$ cat config.mk
export PLATFORM = sky130hd
export DESIGN_NAME = mux_nt1_rr_reg
export DESIGN_NICKNAME = d
export VERILOG_FILES = /design/src/rtl/mux_nt1_rr_reg.sv
export SDC_FILE = /design/constraint.sdc
export NUM_CORES = 1
export LEC_CHECK = 0
export ABC_AREA = 1
export CORE_MARGIN = 2
export CORE_UTILIZATION = 30
export DETAILED_ROUTE_END_ITERATION = 8
export HOLD_SLACK_MARGIN = 0.12
export PLACE_DENSITY = 0.66
export SLEW_MARGIN = 20
export SYNTH_ARGS = -nofsm -noshare
export SYNTH_HDL_FRONTEND = slang
export SYNTH_SLANG_ARGS = --single-unit
$ cat constraint.sdc
create_clock -name clk -period 8.1 [get_ports clk]
set_input_delay 1.62 -clock clk [delete_from_list [all_inputs] [get_ports clk]]
set_output_delay 1.62 -clock clk [all_outputs]
set_load 0.005 [all_outputs]
$ cat src/rtl/mux_nt1_rr_reg.sv
// Purpose: N-to-1 channel mux with fixed-select or round-robin arbitration and a one-entry output register.
// Latency: 1 cycle from input handshake (in_valid & in_ready) to out_valid.
// Backpressure: in_ready stays low while the output register is full and out_ready is low; full rate when out_ready=1.
module mux_nt1_rr_reg #(
    parameter int WIDTH    = 32,
    parameter int CHANNELS = 8,
    parameter int SEL_W    = 3
) (
    input  logic                      clk,
    input  logic                      rst,
    input  logic [CHANNELS*WIDTH-1:0] in_data,
    input  logic [CHANNELS-1:0]       in_valid,
    output logic [CHANNELS-1:0]       in_ready,
    input  logic                      mode,
    input  logic [SEL_W-1:0]          sel,
    output logic [WIDTH-1:0]          out_data,
    output logic [SEL_W-1:0]          out_ch,
    output logic                      out_valid,
    input  logic                      out_ready
);

    localparam int PAD = 2 ** SEL_W;

    // Per-channel data view of the flattened input bus
    logic [WIDTH-1:0]  ch_data [CHANNELS];

    // Valid vector widened to the full select range; channels beyond CHANNELS read as idle
    logic [PAD-1:0]    valid_pad;

    logic [SEL_W-1:0]  rr_ptr;
    logic [SEL_W:0]    rr_cand;
    logic [SEL_W-1:0]  rr_idx;
    logic              rr_found;
    logic              fix_ok;
    logic              reg_free;
    logic              grant;
    logic [SEL_W-1:0]  grant_idx;

    assign valid_pad = PAD'(in_valid);

    // Unpack the flattened input bus into one word per channel
    always_comb begin
        for (int k = 0; k < CHANNELS; k++) begin
            ch_data[k] = in_data[k*WIDTH +: WIDTH];
        end
    end

    // Round-robin search: first valid channel after rr_ptr, wrapping modulo CHANNELS
    always_comb begin
        rr_found = 1'b0;
        rr_idx   = '0;
        rr_cand  = '0;
        for (int i = 1; i <= CHANNELS; i++) begin
            rr_cand = {1'b0, rr_ptr} + (SEL_W+1)'(i);
            if (rr_cand >= (SEL_W+1)'(CHANNELS)) begin
                rr_cand = rr_cand - (SEL_W+1)'(CHANNELS);
            end
            if (!rr_found && valid_pad[rr_cand[SEL_W-1:0]]) begin
                rr_found = 1'b1;
                rr_idx   = rr_cand[SEL_W-1:0];
            end
        end
    end

    // Fixed select only grants an in-range channel that is actually presenting data
    assign fix_ok    = ({1'b0, sel} < (SEL_W+1)'(CHANNELS)) && valid_pad[sel];

    // A grant needs a free output slot; reset forces every in_ready low
    assign reg_free  = !out_valid || out_ready;
    assign grant     = !rst && reg_free && (mode ? rr_found : fix_ok);
    assign grant_idx = mode ? rr_idx : sel;
    assign in_ready  = grant ? (CHANNELS'(1) << grant_idx) : '0;

    // Output register: load on grant, empty on consume, hold otherwise; rr_ptr tracks RR grants only
    always_ff @(posedge clk or posedge rst) begin
        if (rst) begin
            out_valid <= 1'b0;
            out_data  <= '0;
            out_ch    <= '0;
            rr_ptr    <= SEL_W'(CHANNELS - 1);
        end else begin
            if (grant) begin
                out_valid <= 1'b1;
                out_data  <= ch_data[grant_idx];
                out_ch    <= grant_idx;
                if (mode) begin
                    rr_ptr <= grant_idx;
                end
            end else if (out_ready) begin
                out_valid <= 1'b0;
            end
        end
    end

endmodule

==> results.yml <==
floorplanning:
  core_um2: 16700
  die_y_um: 135
  fp.dieArea_um2: 18300
  ios: 315
  initial_core_util_pct: 30.9
  rows: 47
  die_w_um: 135
worst_setup_path:
  crit_type: "in -> out"
  cp_slowest_cell: "clkdlybuf4s50_1"
  worst_setup_path_end_kind: "output port"
  critical-path-top-delay-family: "buffers and inverters"
  cp.arrival_ns: 5.32
  cp_max_fo: 33
  crit_path_cell_trace: "clkdlybuf4s50_1, inv_1, nand2_1, o221ai_1, a21oi_1, nand2_2, buf_4, nor2_4, inv_1, nor2_1, clkdlybuf4s50_1"
  slowest_delay_ns: 0.76
  crit_required_ns: 6.48
  crit_buf_inv: 5
  cp-start-kind: "input pin"
sta:
  maxSlewHeadroom_pct: 37.7
  fin_skew_ns: 0.00564
  setup_viol: 0
  fin_crit_sh_pct: 85.7
  fmax_mhz: 144
  rsz0062_at_grt: "false"
  worstMarginPinSlew_ns: 0.933
  setup_tns_ns: 0
  finalHoldViolations: 0
  hold-worst-slack_ns: 0.492
  drv_slew: 0
  layout_min_cycle_time_ns: 6.94
clock_network:
  post_cts.repair.setup_buffers: 0
  clock_path_buffers: 2
  root_buffer: "clkbuf_16"
  cts_sinks: 39
  cts_htree_levels: 2
  cts.clk_slew.worst_paths_ns: 0.05
  postCtsHoldBufs: 0
  cts_tree: "built"
  numCtsBuffers: 5
  cts_resized: 0
  clock_latency_ns: 0.28
pwr:
  switching_share_pct: 57.7
  p_switching_mw: 1.80
  pwr-share-seq_pct: 11.5
  intPower_mw: 1.32
  power_density_nw_per_um2: 370
  vdd_drop_max_v: 0.000284
  p_leak_nw: 4.23
  p_total_mw: 3.12
  power_frac_clock_pct: 6.6
  comb_power_share_pct: 82.0
route:
  vias: 7124
  drtIter0Drc: 479
  wl_per_cell_um: 15.8
  drtPass1Iterations: 5
  vias_per_cell: 4.81
  drc: 0
  drt-total-wl_um: 23400
  ant_nets: 0
yosys:
  synth_fp_nets: 1275
  netlist_area_um2: 5160
  ys_seq_area_share_pct: 19.0
  yosys_most_used_dff: "dfrtp_1"
  synth_cell_types: 37
  synth_warnings: 0
  async_flop_share_pct: 100
  synth_edf_count: 0
  ys_seq_elements: 39
  synthCells: 1002
  avgSynthCellArea_um2: 5.15
place:
  place.gp.congestion: 0.824
  dp_hpwl_um: 17800
  place_inst: 1473
  port_buffers: 314
grt:
  antenna_found_initial: 0
  track_usage_pct: 24.3
  grt_pass1_wl_um: 35100
  grt_remaining_overflow: 0
  grt_pass1_vias: 6617
  grt_max_degree: 75
status:
  status: "finished, final reports clean"
cells_and_area:
  stdcell_count: 1481
  ff_latch_area_um2: 980
  finish.utilization_pct: 50.6
  syn2layout_area_growth_pct: 63.5
  nets: 1533
  drive_gt1_share_pct: 3.25
  antenna_cells: 0
  n_fill_cell: 1780
  multi_input_area_um2: 3750
run:
  cap_violations: 0
hold_path:
  hp-class: "reg -> reg"
cells in the mapped netlist (all sizes together) (2+ instances only):
master  number  area, um2
inv         21       78.8
or2          2       12.5
nor2        25        128
clkbuf      11       41.3
xor2         2       17.5
dfrtp       36        901
buf         60        360
a31oi        3       33.8
o21ai       10       53.8
a21oi        7       38.8
nor3         2       10.0
nand4        4       40.0
dfstp        3       78.8
nand2      618       2330
nand3      190        961
ha           2       25.0
sequential cells by signal, summed over array words and instances (netlist names):
signal	count
out_ch	3
rr_ptr	3
out_data	32
out_valid	1
placed cells by master, fill, tap and decap left out, types with 2 or more instances in the layout:
cell type        instances
nand3_1                187
or2_1                    2
dfrtp_1                 36
inv_1                   15
a31oi_1                  2
xor2_1                   2
nor2_1                  20
buf_4                    8
nand3_2                  2
nor2_4                   3
nand2_1                613
clkdlybuf4s50_1        314
dfstp_2                  3
ha_1                     2
a21oi_1                  6
nand2_2                  2
nor3_1                   2
o21ai_1                  3
o21ai_0                  6
clkbuf_8                 2
nand2_4                  3
inv_2                    6
nand4_1                  3
clkbuf_16                5
area by class of cell:
type,count,share of cell area [%]
repair buffers,322,37.9
flip-flops and latches,39,11.6
clock buffers,8,1.85
inverters,21,0.933
well taps,220,3.26
multi-input cells,871,44.4
power groups by stage:
stage / clock network [mW] / logic, mW / registers, mW
detailed placement: 0 / 2.58 / 0.359
floorplan: 0 / 1.85 / 0.339
global placement: 0 / 2.58 / 0.356
CTS: 0.212 / 2.59 / 0.358
finish: 0.206 / 2.56 / 0.358
global route: 0.220 / 2.88 / 0.369
stage by stage:
| stage | setup slack [ns] | cell area (um2) |
|---|---|---|
| after global routing | 0.896 | 8440 |
| after detailed placement | 1.11 | 8290 |
| after floorplan | 3.01 | 5160 |
| after global placement | 1.23 | 8290 |
| after CTS | 1.12 | 8440 |
| final | 1.16 | 8440 |
layer usage:
layer,up-vias,part of all wire [%],GRT usage [%]
met5,-,0,0
met2,235,50,42.8
met3,24,7.2,5.65
li1,3671,-,-
met1,3194,41,30.5
met4,0,1.8,4.57
worst min-delay path: cells and delay by family (launching register included):
family,cells,cell delay [ns]
simple gates,2,0.11
flops,1,0.35
final timing paths:
kind	from	to	slack, ns	cells past startpoint
hold reg to reg	out_ch[2]	out_ch[2]	0.49	2
setup / recovery	mode	in_ready[3]	1.16	11
setup reg to reg	rr_ptr[0]	out_data[18]	2.83	21
min in group asynchronous	rst	out_ch[2]	1.84	3
hold / removal	out_ch[2]	out_ch[2]	0.49	2
max in group asynchronous	rst	out_data[16]	5.89	3
logic make-up after synthesis:
| kind of cell | Yosys count | share of synthesized area [%] |
|---|---|---|
| AO/OA/AOI/OAI | 23 | 2.96 |
| XOR/XNOR | 3 | 0.509 |
| adder cells (fa/ha/maj) | 2 | 0.485 |
| buffers and inverters | 92 | 9.30 |
| flip-flops | 39 | 19.0 |
| AND/OR/NAND/NOR | 843 | 67.8 |
No activity file was read; power rests on OpenSTA's default activity.
